## config.mk

```make
export PLATFORM = sky130hd
export DESIGN_NAME = alu_dispatch
export DESIGN_NICKNAME = d
export VERILOG_FILES = /design/src/rtl/alu_dispatch.sv
export SDC_FILE = /design/constraint.sdc
export NUM_CORES = 1
export LEC_CHECK = 0
export BUFFER_PORTS_ARGS = -buffer_cell sky130_fd_sc_hd__buf_2
export CAP_MARGIN = 25
export CORE_UTILIZATION = 42
export CTS_CLUSTER_SIZE = 28
export DETAILED_ROUTE_END_ITERATION = 12
export PLACE_DENSITY = 0.68
export SYNTH_ARGS = -nofsm -noshare
export SYNTH_HDL_FRONTEND = slang
export SYNTH_SLANG_ARGS = --single-unit
```

## constraint.sdc

```tcl
create_clock -name clk -period 2.6 [get_ports clk]
set_input_delay 0.52 -clock clk [delete_from_list [all_inputs] [get_ports clk]]
set_output_delay 0.52 -clock clk [all_outputs]
set_load 0.05 [all_outputs]
```

## src/rtl/alu_dispatch.sv

```systemverilog
// Issue-side sequencer: decodes one ALU request, launches a single functional unit,
// waits for its done (or a timeout) and returns the result over a valid/ready port.
module alu_dispatch #(
    parameter int N       = 4,
    parameter int TIMEOUT = 15
) (
    input  logic         clk,
    input  logic         rst_n,
    input  logic         req_valid,
    output logic         req_ready,
    input  logic [3:0]   req_op,
    input  logic [N-1:0] req_a,
    input  logic [N-1:0] req_b,
    output logic [N-1:0] unit_a,
    output logic [N-1:0] unit_b,
    output logic [9:0]   unit_start,
    input  logic [9:0]   unit_done,
    output logic [3:0]   selec_alu,
    input  logic [N-1:0] unit_result,
    output logic         rsp_valid,
    input  logic         rsp_ready,
    output logic [N-1:0] rsp_result,
    output logic         rsp_err
);

    localparam int CW = $clog2(TIMEOUT + 1);

    typedef enum logic [1:0] {
        IDLE,
        ISSUE,
        WAIT,
        RESP
    } state_t;

    state_t         state, state_next;
    logic [CW-1:0]  cnt, cnt_next;
    logic [9:0]     start_next;
    logic [3:0]     op_next;
    logic [N-1:0]   a_next, b_next;
    logic           valid_next;
    logic [N-1:0]   result_next;
    logic           err_next;
    logic [15:0]    done_ext;
    logic           done_sel;

    // Only the launched unit's done matters; padding keeps the index in range.
    assign done_ext = {6'b0, unit_done};
    assign done_sel = done_ext[selec_alu];

    assign req_ready = (state == IDLE) && rst_n;

    always_ff @(posedge clk) begin
        if (!rst_n) begin
            state      <= IDLE;
            cnt        <= '0;
            unit_start <= '0;
            selec_alu  <= '0;
            unit_a     <= '0;
            unit_b     <= '0;
            rsp_valid  <= 1'b0;
            rsp_result <= '0;
            rsp_err    <= 1'b0;
        end else begin
            state      <= state_next;
            cnt        <= cnt_next;
            unit_start <= start_next;
            selec_alu  <= op_next;
            unit_a     <= a_next;
            unit_b     <= b_next;
            rsp_valid  <= valid_next;
            rsp_result <= result_next;
            rsp_err    <= err_next;
        end
    end

    always_comb begin
        state_next  = state;
        cnt_next    = cnt;
        start_next  = '0;
        op_next     = selec_alu;
        a_next      = unit_a;
        b_next      = unit_b;
        valid_next  = rsp_valid;
        result_next = rsp_result;
        err_next    = rsp_err;

        case (state)
            IDLE: begin
                if (req_valid) begin
                    op_next = req_op;
                    a_next  = req_a;
                    b_next  = req_b;
                    if (req_op <= 4'd9) begin
                        state_next = ISSUE;
                        start_next = 10'd1 << req_op;
                    end else begin
                        state_next  = RESP;
                        valid_next  = 1'b1;
                        err_next    = 1'b1;
                        result_next = '0;
                    end
                end
            end
            ISSUE: begin
                cnt_next   = '0;
                state_next = WAIT;
            end
            WAIT: begin
                // Done takes priority over a timeout landing on the same edge.
                if (done_sel) begin
                    state_next  = RESP;
                    valid_next  = 1'b1;
                    err_next    = 1'b0;
                    result_next = unit_result;
                end else if (cnt == CW'(TIMEOUT)) begin
                    state_next  = RESP;
                    valid_next  = 1'b1;
                    err_next    = 1'b1;
                    result_next = '0;
                end else begin
                    cnt_next = cnt + CW'(1);
                end
            end
            RESP: begin
                if (rsp_ready) begin
                    state_next = IDLE;
                    valid_next = 1'b0;
                end
            end
            default: state_next = IDLE;
        endcase
    end

endmodule

```

; ---- Word-level counts from Yosys, hierarchy flattened
; Cells that the tools add are included.
[totals]
ff_bits = 34
input_bits = 30
out_inout_bits = 29
word_cells = 58
[op_classes]
addsub = 1
order_cmp = 2
n_eq_ne = 10
shifts = 1
n_mux = 24
reduce_logical = 11
[ops]
columns = op, count
row1 = 4-bit 2-to-1 mux, 6
row2 = 4-bit case mux with 2 select lines, 2
row3 = 2-bit 2-to-1 mux, 5
row4 = 2-bit inequality test (second input constant), 5
row5 = 1-bit by 4-bit << shifter with 10-bit output (first input constant), 1
row6 = 2-bit case mux with 4 select lines, 1
row7 = 4-bit AND reduction, 2
row8 = 1-bit 2-to-1 mux, 7
row9 = 3-bit AND reduction, 2
row10 = 4-bit by 5-bit < comparator with 1-bit output (second input constant), 1
row11 = 5-bit AND reduction, 1
row12 = 4-bit by 1-bit adder with 4-bit output (second input constant), 1
row13 = 1-bit binary-select mux with 4-bit select, 1
row14 = 2-bit equality test (second input constant), 2
row15 = 4-bit equality test (second input constant), 1
row16 = 4-bit <= comparator (second input constant), 1
row17 = 2-bit nonzero test, 2
row18 = 3-bit inequality test (second input constant), 1
row19 = 1-bit case mux with 3 select lines, 1
row20 = 3-bit nonzero test, 1
row21 = 2-bit by 1-bit equality test with 1-bit output (second input constant), 1
row22 = 2-bit zero test, 1
row23 = 1-bit case mux with 2 select lines, 1
row24 = 2-bit AND reduction, 1
row25 = 1-bit logical AND, 1

; ---- Depth between registers and ports, before layout
[depth]
word_depth = 4
mapped_depth = 7
ltp_nobuf = 7

; ---- Least setup slack after synthesis
; No wires, ideal clock.
[synth_timing]
path_kind = in2out
startpoint = input rst_n
endpoint = output req_ready
arrival_time_ps = 1771
required_time_ps = 2080
setup_slack_ps = 309
cell_stages = 4
path_buffers = 2
cell_sequence = clkbuf_1 > inv_2 > clkbuf_1 > nor2_1
[synth_between]
elab_chain_cells = 1
[synth_lines]
columns = item, line
row1 = from (decl), 8  ; input logic rst_n,
row2 = 1-bit logical AND, 50  ; assign req_ready = (state == IDLE) && rst_n;
row3 = to (decl), 10  ; output logic req_ready,
; Every way passes these cells.

; ---- Final worst setup path
[layout_timing]
startpoint = register state[0]
endpoint = output req_ready
[layout_between]
elab_chain_cells = 2
[layout_lines]
columns = item, line
row1 = from (decl), 35  ; state_t state, state_next;
row2 = from (signal assigned), 64  ; state <= state_next;
row3 = 2-bit zero test, 50
row4 = 1-bit logical AND, 50
; Every way passes these cells.

==> out/results.ini <==
[yosys]
synth_seq_area_share = 0.458
synth_cells = 174
yosys.cell_types.count = 38
syn_area_um2 = 1490
async_reset_ff_frac = 0
ys_ff_latch = 34
synth_edf_count = 0
synth_nets = 210
yosys_most_used_dff = dfxtp_1
synth_warnings = 0
syn_area_per_cell_um2 = 8.54

[clocking]
cts_sinks = 34
numCtsBuffers = 5
ctsResizeCount = 0
clock_latency_ns = 0.34
cts_hold_buf = 0
h-tree-depth = 2
clockRootBuffer = clkbuf_4
clk_pin_slew_ns = 0.11
cts_tree = yes
cts_setup_buffers = 0
clockBufferDepth = 2

[timing]
hold_viol = 0
worst_pin_slew_ns = 0.468
setup_viol = 0
rsz0062_at_grt = no
maxSlewHeadroom = 0.680
max_freq_mhz = 483
timing.final.crit_share = 0.796
clock_skew_ns = 0.00924
report.final.slew_viol_count = 0
setup-tns-final_ns = 0
hold-worst-slack_ns = 0.382
fin_ws_ns = 0.530
period_needed_ns = 2.07

[global_route]
grt_pass1_wl_um = 5100
track_usage = 0.185
grt_pass1_vias = 1175
antenna_found_initial = 0
grt_max_degree = 20
grt_overflow = 0

[route]
drc = 0
drt_wl_total_um = 3280
viasPerCell = 5.02
first_pass_iters = 4
avgRoutedWirePerCell_um = 11.6
drt_iter0_drc = 69
ant_nets = 0
wl_met1_um = 1540
wl_met3_um = 217
highest_layer = met4
num_vias = 1415
wl_met2_um = 1450

[setup_path]
required_ns = 2.08
path_class = register to primary output
endpoint_kind = primary output
cp_max_fo = 6
critPathLaunchType = register
worstPathArrival_ns = 1.55

[pwr]
p_per_area_nw_per_um2 = 917
p_leak_nw = 0.888
vdd_drop_max_mv = 0.489

[floorplanning]
chipHeight_um = 61.5
rows = 21
die_w_um = 61.5
start_util = 0.442
die_area_um2 = 3780
ioPinCount = 59
coreArea_um2 = 3360

[job]
drv_cap = 0

[outcome]
status = finished, final reports clean

[finish]
diodes = 0
fin_nets = 271
synthToLayoutAreaGrowth_pct = 27.2
final_util = 0.562
fillers = 328
drive_above_1_share = 0.339

[min_path]
hp-class = primary input to register

[placed_design]
hpwl_um = 2400
place_congestion = 0.821
io_buffers = 58
pre_cts_ws_ns = 0.440

-- cells by family (layout without fill, tap and decap cells) --
| kind of cell | after synthesis | count (layout) | synth area share |
|---|---|---|---|
| AO/OA/AOI/OAI | 39 | 39 | 0.174 |
| adder cells (fa/ha/maj) | 6 | 6 | 0.0505 |
| buffers and inverters | 15 | 77 | 0.0430 |
| flip-flops | 34 | 34 | 0.458 |
| multiplexers | 5 | 5 | 0.0463 |
| AND/OR/NAND/NOR | 75 | 75 | 0.227 |
-- per-stage QoR --
step,total power [W],area (µm²),cells
after global placement,0.00143,1830,274
after CTS,0.00174,1890,282
after floorplan,0.00125,1490,174
after global routing,0.00185,1890,282
final,0.00173,1890,282
after detailed placement,0.00144,1830,274
-- final timing paths --
path | slack (ns) | start | cells past startpoint | endpoint
setup reg to reg | 0.53 | selec_alu[0] | 6 | cnt[2]
hold reg to reg | 0.46 | unit_b[2] | 2 | unit_b[2]
setup / recovery | 0.53 | state[0] | 5 | req_ready
hold / removal | 0.38 | req_op[0] | 2 | unit_start[8]
-- Yosys cell counts (all sizes together) (2+ instances only) --
library cell / instances / share of area
o211ai: 2 / 0.010
a21o: 2 / 0.012
mux2i: 2 / 0.013
nor3: 3 / 0.010
nor2: 11 / 0.028
and2: 2 / 0.0093
a31oi: 3 / 0.013
dfxtp: 34 / 0.46
nand3: 6 / 0.020
mux2: 2 / 0.015
nand2: 42 / 0.11
o22ai: 6 / 0.025
inv: 7 / 0.018
a21oi: 17 / 0.057
ha: 6 / 0.051
a31o: 2 / 0.012
clkbuf: 7 / 0.018
nand2b: 2 / 0.0084
-- where the power goes --
part           switching, W  leakage, nW  internal (W)
registers         0.0000523        0.277      0.000594
clock network      0.000183       0.0343      0.000130
logic              0.000527        0.577      0.000247
-- state kept, by name (all words and copies together) (netlist names) --
register,cells
unit_a,4
rsp_err,1
cnt,4
state,2
rsp_result,4
unit_start,10
selec_alu,4
rsp_valid,1
unit_b,4
-- final cells by class --
type,count,area [µm²],area share
Tap cell,46,57.6,0.0305
Multi-Input combinational cell,125,741,0.392
Timing Repair Buffer,62,320,0.170
Clock inverter,2,12.5,0.00662
Inverter,7,26.3,0.0139
Clock buffer,6,51.3,0.0272
Sequential cell,34,681,0.360
-- worst max-delay path: stages (launching register included) --
cell	delay, ns
dfxtp_1	0.35
inv_1	0.12
ha_1	0.29
inv_1	0.11
nor2_1	0.09
buf_2	0.27
-- placed cells by master, fill, tap and decap left out, types with 2 or more instances in the layout --
master and instances:
dfxtp_1 34, a21oi_1 17, a31o_2 2, nor3_1 3, nand2b_1 2, clkbuf_4 5, a21o_2 2, buf_4 4
a31oi_1 3, mux2_2 2, nand2_1 42, o211ai_1 2, nand3_1 6, inv_1 6, buf_2 58, mux2i_1 2
nor2_1 11, ha_1 6, o22ai_1 6
-- routing by layer --
metal	vias to the layer above	track usage
li1	724	-
met1	641	0.244
met2	42	0.278
met3	8	0.0525
met4	0	0.0921
met5	-	0
No activity file was read; power rests on OpenSTA's default activity.
